### config.mk
export PLATFORM = sky130hd
export DESIGN_NAME = sram_bus_arbiter_flat
export DESIGN_NICKNAME = d
export VERILOG_FILES = /design/src/rtl/sram_bus_arbiter_if.sv /design/src/rtl/sram_bus_arbiter.sv /design/src/flat_wrapper.sv
export SDC_FILE = /design/constraint.sdc
export NUM_CORES = 1
export LEC_CHECK = 0
export ABC_AREA = 1
export CAP_MARGIN = 10
export CELL_PAD_IN_SITES_DETAIL_PLACEMENT = 1
export CELL_PAD_IN_SITES_GLOBAL_PLACEMENT = 2
export CORE_MARGIN = 1
export CORE_UTILIZATION = 10
export DETAILED_ROUTE_END_ITERATION = 8
export GPL_TIMING_DRIVEN = 0
export MAX_ROUTING_LAYER = met4
export PLACE_DENSITY_LB_ADDON = 0.1
export SYNTH_ARGS = -nofsm -noshare
export SYNTH_HDL_FRONTEND = slang
export SYNTH_SLANG_ARGS = --single-unit
### constraint.sdc
create_clock -name clk -period 2 [get_ports clk]
set_input_delay 0.4 -clock clk [delete_from_list [all_inputs] [get_ports clk]]
set_output_delay 0.4 -clock clk [all_outputs]
set_load 0.05 [all_outputs]
### src/rtl/sram_bus_arbiter_if.sv
// SRAM req/addr_ok/data_ok bus: one instance per master port and one toward the slave.
interface sram_bus_arbiter_if #(
  parameter int BUS_W  = 32,
  parameter int DATA_W = 32,
  parameter int MASK_W = 4
);
  logic              req;
  logic              we;
  logic [1:0]        size;
  logic [BUS_W-1:0]  addr;
  logic [DATA_W-1:0] wdata;
  logic [MASK_W-1:0] wem;
  logic              addr_ok;
  logic              data_ok;
  logic [DATA_W-1:0] rdata;

  modport master (output req, we, size, addr, wdata, wem, input addr_ok, data_ok, rdata);
  modport slave  (input req, we, size, addr, wdata, wem, output addr_ok, data_ok, rdata);
endinterface

### src/rtl/sram_bus_arbiter.sv
// Two-master round-robin arbiter in front of the SRAM slave; a tag FIFO of grant ids
// steers each in-order completion back to the master that issued it.
module sram_bus_arbiter #(
  parameter int BUS_W   = 32,
  parameter int DATA_W  = 32,
  parameter int MASK_W  = 4,
  parameter int MAX_OUT = 2
) (
  input  logic              clk,
  input  logic              rst_n,
  sram_bus_arbiter_if.slave  m0,
  sram_bus_arbiter_if.slave  m1,
  sram_bus_arbiter_if.master s
);
  localparam int PTR_W = (MAX_OUT > 1) ? $clog2(MAX_OUT) : 1;
  localparam int CNT_W = $clog2(MAX_OUT + 1);
  localparam logic [CNT_W-1:0] CNT_MAX  = CNT_W'(MAX_OUT);
  localparam logic [PTR_W-1:0] PTR_LAST = PTR_W'(MAX_OUT - 1);

  logic [CNT_W-1:0]   cnt_q, cnt_d;
  logic [PTR_W-1:0]   rd_ptr_q, rd_ptr_d, wr_ptr_q, wr_ptr_d;
  logic [MAX_OUT-1:0] tag_q, tag_d;
  logic               last_grant_q, last_grant_d;

  logic              grant, can_issue, issue, accept, pop, pop_tag;
  logic              we_g;
  logic [1:0]        size_g;
  logic [BUS_W-1:0]  addr_g;
  logic [DATA_W-1:0] wdata_g;
  logic [MASK_W-1:0] wem_g;

  function automatic logic [PTR_W-1:0] ptr_inc(input logic [PTR_W-1:0] p);
    return (p == PTR_LAST) ? '0 : p + 1'b1;
  endfunction

  always_comb begin
    // Tie goes to whoever did not win last; a lone requester always wins.
    grant     = (m0.req & m1.req) ? ~last_grant_q : m1.req;
    can_issue = (cnt_q < CNT_MAX) | s.data_ok;
    issue     = rst_n & (m0.req | m1.req) & can_issue;
    accept    = issue & s.addr_ok;
    pop       = rst_n & s.data_ok & (cnt_q != '0);
    pop_tag   = tag_q[rd_ptr_q];

    we_g    = grant ? m1.we    : m0.we;
    size_g  = grant ? m1.size  : m0.size;
    addr_g  = grant ? m1.addr  : m0.addr;
    wdata_g = grant ? m1.wdata : m0.wdata;
    wem_g   = grant ? m1.wem   : m0.wem;

    s.req   = issue;
    s.we    = issue & we_g;
    s.size  = issue ? size_g  : '0;
    s.addr  = issue ? addr_g  : '0;
    s.wdata = issue ? wdata_g : '0;
    s.wem   = issue ? wem_g   : '0;

    m0.addr_ok = accept & ~grant;
    m1.addr_ok = accept & grant;
    m0.data_ok = pop & ~pop_tag;
    m1.data_ok = pop & pop_tag;
    m0.rdata   = (pop & ~pop_tag) ? s.rdata : '0;
    m1.rdata   = (pop & pop_tag)  ? s.rdata : '0;
  end

  always_comb begin
    cnt_d        = cnt_q;
    rd_ptr_d     = rd_ptr_q;
    wr_ptr_d     = wr_ptr_q;
    tag_d        = tag_q;
    last_grant_d = last_grant_q;
    if (accept) begin
      tag_d[wr_ptr_q] = grant;
      wr_ptr_d        = ptr_inc(wr_ptr_q);
      last_grant_d    = grant;
    end
    if (pop) rd_ptr_d = ptr_inc(rd_ptr_q);
    case ({accept, pop})
      2'b10:   cnt_d = cnt_q + 1'b1;
      2'b01:   cnt_d = cnt_q - 1'b1;
      default: cnt_d = cnt_q;
    endcase
  end

  always_ff @(posedge clk) begin
    if (!rst_n) begin
      cnt_q        <= '0;
      rd_ptr_q     <= '0;
      wr_ptr_q     <= '0;
      tag_q        <= '0;
      last_grant_q <= 1'b1;
    end else begin
      cnt_q        <= cnt_d;
      rd_ptr_q     <= rd_ptr_d;
      wr_ptr_q     <= wr_ptr_d;
      tag_q        <= tag_d;
      last_grant_q <= last_grant_d;
    end
  end
endmodule

### src/flat_wrapper.sv
// flat-port wrapper written by rule: the top's interface ports become plain ports
module sram_bus_arbiter_flat 
#(
  parameter int BUS_W   = 32,
  parameter int DATA_W  = 32,
  parameter int MASK_W  = 4,
  parameter int MAX_OUT = 2
)
  (clk, rst_n, m0_req, m0_we, m0_size, m0_addr, m0_wdata, m0_wem, m0_addr_ok, m0_data_ok, m0_rdata, m1_req, m1_we, m1_size, m1_addr, m1_wdata, m1_wem, m1_addr_ok, m1_data_ok, m1_rdata, s_req, s_we, s_size, s_addr, s_wdata, s_wem, s_addr_ok, s_data_ok, s_rdata);
  sram_bus_arbiter_if #(.BUS_W(BUS_W), .DATA_W(DATA_W), .MASK_W(MASK_W)) m0_i ();
  sram_bus_arbiter_if #(.BUS_W(BUS_W), .DATA_W(DATA_W), .MASK_W(MASK_W)) m1_i ();
  sram_bus_arbiter_if #(.BUS_W(BUS_W), .DATA_W(DATA_W), .MASK_W(MASK_W)) s_i ();
  input  logic clk;
  input  logic rst_n;
  input wire logic [$bits(m0_i.req)-1:0] m0_req;
  input wire logic [$bits(m0_i.we)-1:0] m0_we;
  input wire logic [$bits(m0_i.size)-1:0] m0_size;
  input wire logic [$bits(m0_i.addr)-1:0] m0_addr;
  input wire logic [$bits(m0_i.wdata)-1:0] m0_wdata;
  input wire logic [$bits(m0_i.wem)-1:0] m0_wem;
  output wire logic [$bits(m0_i.addr_ok)-1:0] m0_addr_ok;
  output wire logic [$bits(m0_i.data_ok)-1:0] m0_data_ok;
  output wire logic [$bits(m0_i.rdata)-1:0] m0_rdata;
  input wire logic [$bits(m1_i.req)-1:0] m1_req;
  input wire logic [$bits(m1_i.we)-1:0] m1_we;
  input wire logic [$bits(m1_i.size)-1:0] m1_size;
  input wire logic [$bits(m1_i.addr)-1:0] m1_addr;
  input wire logic [$bits(m1_i.wdata)-1:0] m1_wdata;
  input wire logic [$bits(m1_i.wem)-1:0] m1_wem;
  output wire logic [$bits(m1_i.addr_ok)-1:0] m1_addr_ok;
  output wire logic [$bits(m1_i.data_ok)-1:0] m1_data_ok;
  output wire logic [$bits(m1_i.rdata)-1:0] m1_rdata;
  output wire logic [$bits(s_i.req)-1:0] s_req;
  output wire logic [$bits(s_i.we)-1:0] s_we;
  output wire logic [$bits(s_i.size)-1:0] s_size;
  output wire logic [$bits(s_i.addr)-1:0] s_addr;
  output wire logic [$bits(s_i.wdata)-1:0] s_wdata;
  output wire logic [$bits(s_i.wem)-1:0] s_wem;
  input wire logic [$bits(s_i.addr_ok)-1:0] s_addr_ok;
  input wire logic [$bits(s_i.data_ok)-1:0] s_data_ok;
  input wire logic [$bits(s_i.rdata)-1:0] s_rdata;
  assign m0_i.req = m0_req;
  assign m0_i.we = m0_we;
  assign m0_i.size = m0_size;
  assign m0_i.addr = m0_addr;
  assign m0_i.wdata = m0_wdata;
  assign m0_i.wem = m0_wem;
  assign m0_addr_ok = m0_i.addr_ok;
  assign m0_data_ok = m0_i.data_ok;
  assign m0_rdata = m0_i.rdata;
  assign m1_i.req = m1_req;
  assign m1_i.we = m1_we;
  assign m1_i.size = m1_size;
  assign m1_i.addr = m1_addr;
  assign m1_i.wdata = m1_wdata;
  assign m1_i.wem = m1_wem;
  assign m1_addr_ok = m1_i.addr_ok;
  assign m1_data_ok = m1_i.data_ok;
  assign m1_rdata = m1_i.rdata;
  assign s_req = s_i.req;
  assign s_we = s_i.we;
  assign s_size = s_i.size;
  assign s_addr = s_i.addr;
  assign s_wdata = s_i.wdata;
  assign s_wem = s_i.wem;
  assign s_i.addr_ok = s_addr_ok;
  assign s_i.data_ok = s_data_ok;
  assign s_i.rdata = s_rdata;
  sram_bus_arbiter #(.BUS_W(BUS_W), .DATA_W(DATA_W), .MASK_W(MASK_W), .MAX_OUT(MAX_OUT)) u_core (.clk(clk), .rst_n(rst_n), .m0(m0_i), .m1(m1_i), .s(s_i));
endmodule
# Word-level counts from Yosys, hierarchy flattened
# Index checks and enable logic that the tools add are counted.
op_classes:
  magnitude_cmp: 4
  reduce_logical: 3
  mux: 20
  bitwise: 16
  eq_ne: 2
  add_sub_neg: 4
op_table:
  columns: ["cell", "count"]
  rows:
  - ["two-way mux 32 bit", 6]
  - ["bitwise AND 1 bit", 11]
  - ["two-way mux 4 bit", 2]
  - ["two-way mux 1 bit", 7]
  - ["< comparator 1 x 2 -> 1 bit (second input constant)", 2]
  - ["two-way mux 2 bit", 2]
  - ["case mux 2 bit (2 select lines)", 1]
  - ["nonzero test 2 bit", 2]
  - ["inverter 1 bit", 3]
  - ["adder 1 bit (second input constant)", 2]
  - ["adder 2 x 1 -> 2 bit (second input constant)", 1]
  - ["bitwise mux 2 bit", 1]
  - ["equality test 2 x 1 -> 1 bit (second input constant)", 1]
  - ["equality test 2 bit (second input constant)", 1]
  - ["< comparator 2 bit (second input constant)", 1]
  - ["bitwise OR 1 bit", 2]
  - ["subtractor 2 x 1 -> 2 bit (second input constant)", 1]
  - ["demux 1 bit (select 1 bit)", 1]
  - [">= comparator 1 bit (second input constant)", 1]
  - ["logical AND 1 bit", 1]
word_totals:
  inputBits: 180
  ff_bits: 7
  elab_cells: 54
  output_inout_bits: 140

# Logic depth before layout (Yosys ltp)
logic_depth:
  depth_word: 6
  mapped_depth: 12
  mapped_depth_nobuf: 12

# Worst setup path before layout
# No wires, ideal clock.
synth_timing:
  kind: "input-to-output"
  from: "input rst_n"
  to: "output s_addr[0]"
  path_buffers: 2
  setup_slack_ns: -0.642
  arrival_ns: 2.242
  stages: 6
  required_ns: 1.600
  cell_sequence: "buf_6 -> nand2_1 -> nor2_2 -> inv_2 -> clkbuf_1 -> a21oi_1"
synth_between:
  elab_chain_len: 3
synth_rtl:
  columns: ["element", "line_no", "text"]
  rows:
  - ["from (decl)", "flat_wrapper.sv:14", "input logic rst_n;"]
  - ["bitwise AND 1 bit (2 in series)", "sram_bus_arbiter.sv:40", "issue = rst_n & (m0.req | m1.req) & can_issue;"]
  - ["via s_req", "flat_wrapper.sv:33", "output wire logic [$bits(s_i.req)-1:0] s_req;"]
  - ["two-way mux 32 bit", "sram_bus_arbiter.sv:54", "s.addr = issue ? addr_g : '0;"]
  - ["to (decl)", "flat_wrapper.sv:36", "output wire logic [$bits(s_i.addr)-1:0] s_addr;"]
# The timed path passes the listed nets, and every way through them passes these cells.

# Worst setup path after layout
layout_timing:
  from: "register u_core.cnt_q[1]"
  to: "output m1_rdata[12]"
layout_between:
  elab_chain_len: 4
layout_rtl:
  columns: ["element", "line_no", "text"]
  rows:
  - ["from (decl)", "sram_bus_arbiter.sv:20", "logic [CNT_W-1:0] cnt_q, cnt_d;"]
  - ["from (signal assigned)", "sram_bus_arbiter.sv:93", "cnt_q <= cnt_d;"]
  - ["nonzero test 2 bit", "sram_bus_arbiter.sv:42", "pop = rst_n & s.data_ok & (cnt_q != '0);"]
  - ["bitwise AND 1 bit", "sram_bus_arbiter.sv:42", null]
  - ["via u_core.pop", "sram_bus_arbiter.sv:25", "logic grant, can_issue, issue, accept, pop, pop_tag;"]
  - ["bitwise AND 1 bit", "sram_bus_arbiter.sv:63", "m1.rdata = (pop & pop_tag) ? s.rdata : '0;"]
  - ["two-way mux 32 bit", "sram_bus_arbiter.sv:63", null]
  - ["to (decl)", "flat_wrapper.sv:32", "output wire logic [$bits(m1_i.rdata)-1:0] m1_rdata;"]
# The timed path passes the listed nets, and every way through them passes these cells.

==> results.py <==
metrics = {
    "critical_path": {
        "crit_cells": 8,
        "start_kind": "flop",
        "path_cells": "nor2_2, nor2_4, inv_2, or2_1, buf_6, clkbuf_16, nor2_4, buf_6",
        "path_buf_inv": 4,
        "cp_slowest_cell": "dfxtp_2",
        "r2r_cells": 12,
        "critPathKind": "reg -> out",
        "cp_slowest_stage_delay_ns": 0.34,
        "worst_ep_required_time_ns": 1.60,
        "worstPathMaxFanout": 7,
        "critical_path.top_delay_family": "buffers and inverters",
        "arrival_ns": 1.55,
        "crit_path_end_kind": "output pin",
    },
    "grt": {
        "track_usage": 0.151,
        "grt_max_degree": 11,
        "antenna_found_initial": 0,
        "grt_overflow": 0,
        "grt_pass1_vias": 4342,
        "grt_pass1_wl_um": 24300,
    },
    "run": {
        "maxCapViolCount": 0,
    },
    "placement": {
        "io_buffers": 318,
        "dp_hpwl_um": 13300,
        "globalplace.congestion": 0.792,
        "place_ws_ns": -1.33,
        "dp_cells": 992,
    },
    "synthesis": {
        "synthTopCellsByArea": "nand2_1 (29%), a21oi_1 (18%), nor2_4 (16%), inv_1 (8.0%), nor2_1 (7.7%)",
        "yosysUniqueCellTypes": 19,
        "netlist_instances": 404,
        "synth_seq_area_share": 0.0683,
        "avgSynthCellArea_sq_um": 5.08,
        "synth_top_cell_by_area": "nand2_1",
        "syn-num-nets": 585,
        "ys_ff_latch": 7,
        "ys.warnings.count": 0,
        "netlist_area_sq_mm": 0.00205,
        "synth_top_area_frac": 0.291,
    },
    "detailed_routing": {
        "drcViolationCount": 0,
        "routed_via_density": 3.78,
        "drt_iter0_drc": 48,
        "num_vias": 3840,
        "avgRoutedWirePerCell_um": 15.8,
        "drt_wl_total_um": 16000,
        "first_pass_iters": 4,
        "ant_nets": 0,
    },
    "sta": {
        "slew_headroom": 0.652,
        "fin_skew_ns": 0.00185,
        "slew_viol_final": 0,
        "setup_viol": 0,
        "rsz0062_at_grt": "true",
        "fin_ws_ns": 0.0452,
        "min_period_ns": 1.95,
        "hold_viol": 0,
        "worst_pin_slew_ns": 0.524,
        "fin_hold_ws_ns": 0.409,
        "timing.fmax_mhz": 512,
        "finalCritPeriodShare": 0.977,
        "finalSetupTns_ns": 0,
    },
    "clocking": {
        "path_clk_slew_ns": 0.04,
        "clockBufferDepth": 2,
        "cts_max_level": 1,
        "hold_buffers": 0,
        "cts_inserted_buffers": 3,
        "cts_tree": "yes",
        "clockRootBuffer": "clkbuf_16",
        "clock-sinks": 7,
        "clock_latency_ns": 0.23,
    },
    "pwr": {
        "p_per_area_mw_per_mm2": 343,
        "irDropWorstVdd_v": 0.000244,
        "power.leakage_uw": 0.00289,
    },
    "final_layout": {
        "fin_nets": 927,
        "fin_cells": 1015,
        "n_antenna_cell": 0,
        "fin_util": 0.323,
        "layout_common_cells": "clkdlybuf4s50_1 (175), nand2_1 (150), buf_4 (77), buf_6 (61), inv_1 (44)",
        "mostFrequentLayoutCell": "clkdlybuf4s50_1",
        "syn2layout_area_growth_pct": 217,
        "drive_gt1_frac": 0.438,
    },
    "die": {
        "start_util": 0.102,
        "rows": 52,
        "die_h_um": 145,
        "die_w_um": 145,
        "core_area_sq_mm": 0.0202,
        "io_pins": 320,
        "die_area_sq_mm": 0.0211,
    },
    "outcome": {
        "status": "finished clean",
    },
    "worst_hold_path": {
        "hold_path_depth": 2,
        "holdCritPathClass": "in -> reg",
    },
}
==> per-stage QoR <==
| stage | total power [uW] | area [sq um] |
|---|---|---|
| 2_1_floorplan | 969 | 2270 |
| 3_3_place_gp | 1660 | 5790 |
| 3_5_place_dp | 1680 | 5790 |
| 4_1_cts | 2220 | 6320 |
| 5_1_grt | 2360 | 6520 |
| 6_report | 2230 | 6520 |
==> final cells by class <==
class / instances / area, sq um
Multi-Input combinational cell: 320 / 1960
Tap cell: 270 / 338
Fill cell: 2452 / 13700
Clock buffer: 4 / 78.8
Timing Repair inverter: 1 / 6.26
Inverter: 47 / 186
Buffer: 30 / 460
Sequential cell: 7 / 145
Timing Repair Buffer: 336 / 3340
==> power by group <==
part	internal (uW)	switching, uW
logic	771	960
registers	152	7.25
clock network	266	78.7
total	1190	1050
==> Yosys cell counts <==
cell type  instances
dfxtp_1            7
clkbuf_1          21
buf_6              2
o21ai_0            4
buf_12             3
inv_1             44
buf_2              1
nor2_2             1
inv_2              3
nor2_4            30
ha_1               1
nand2_4            1
nand4_1            4
buf_1              3
nor2_1            42
nand2_1          159
nand3_1            2
a21oi_1           75
or2_1              1
==> worst reg2reg max path: cells and delay by family (launching register included) <==
kind / cells / cell delay (ns)
buffers and inverters: 2 / 0.17
AO/OA/AOI/OAI: 2 / 0.22
flip-flops: 1 / 0.32
adder cells (fa/ha/maj): 1 / 0.23
AND/OR/NAND/NOR: 7 / 0.57
==> cell families (layout without fill, tap and decap cells) <==
logic type | after synthesis | count (layout) | share of synthesized area
compound gates | 79 | 79 | 0.193
fa+ha+maj | 1 | 1 | 0.00609
buf+inv | 77 | 418 | 0.172
flops | 7 | 7 | 0.0682
simple gates | 240 | 240 | 0.561
==> state kept, by name, summed over array words and instances (netlist names) <==
signal and count:
u_core.cnt_q 2, u_core.tag_q 2, u_core.last_grant_q 1, u_core.rd_ptr_q 1, u_core.wr_ptr_q 1
==> routing by layer <==
layer	share of wire	global-route usage
met1	0.32	0.134
met2	0.57	0.310
met3	0.10	0.0538
met4	0.0067	0.0132
met5	0	-
==> timing repair <==
action                                  4_1_cts  5_1_grt
setup buffers                                10        2
endpoints found under the setup margin      141      133
resized for setup                           992       51
pin swaps                                    23       10
gates cloned                                  6        1
==> worst paths after layout <==
check / startpoint / to / slack, ns
setup / recovery: u_core.cnt_q[1]$_SDFFE_PN0P_ / m1_rdata[12] / 0.05
hold / removal: rst_n / u_core.last_grant_q$_SDFFE_PN1N_ / 0.41
hold reg to reg: u_core.rd_ptr_q$_SDFFE_PN0P_ / u_core.rd_ptr_q$_SDFFE_PN0P_ / 0.43
setup reg to reg: u_core.cnt_q[1]$_SDFFE_PN0P_ / u_core.cnt_q[1]$_SDFFE_PN0P_ / 0.35
No activity file was read; power rests on OpenSTA's default activity.
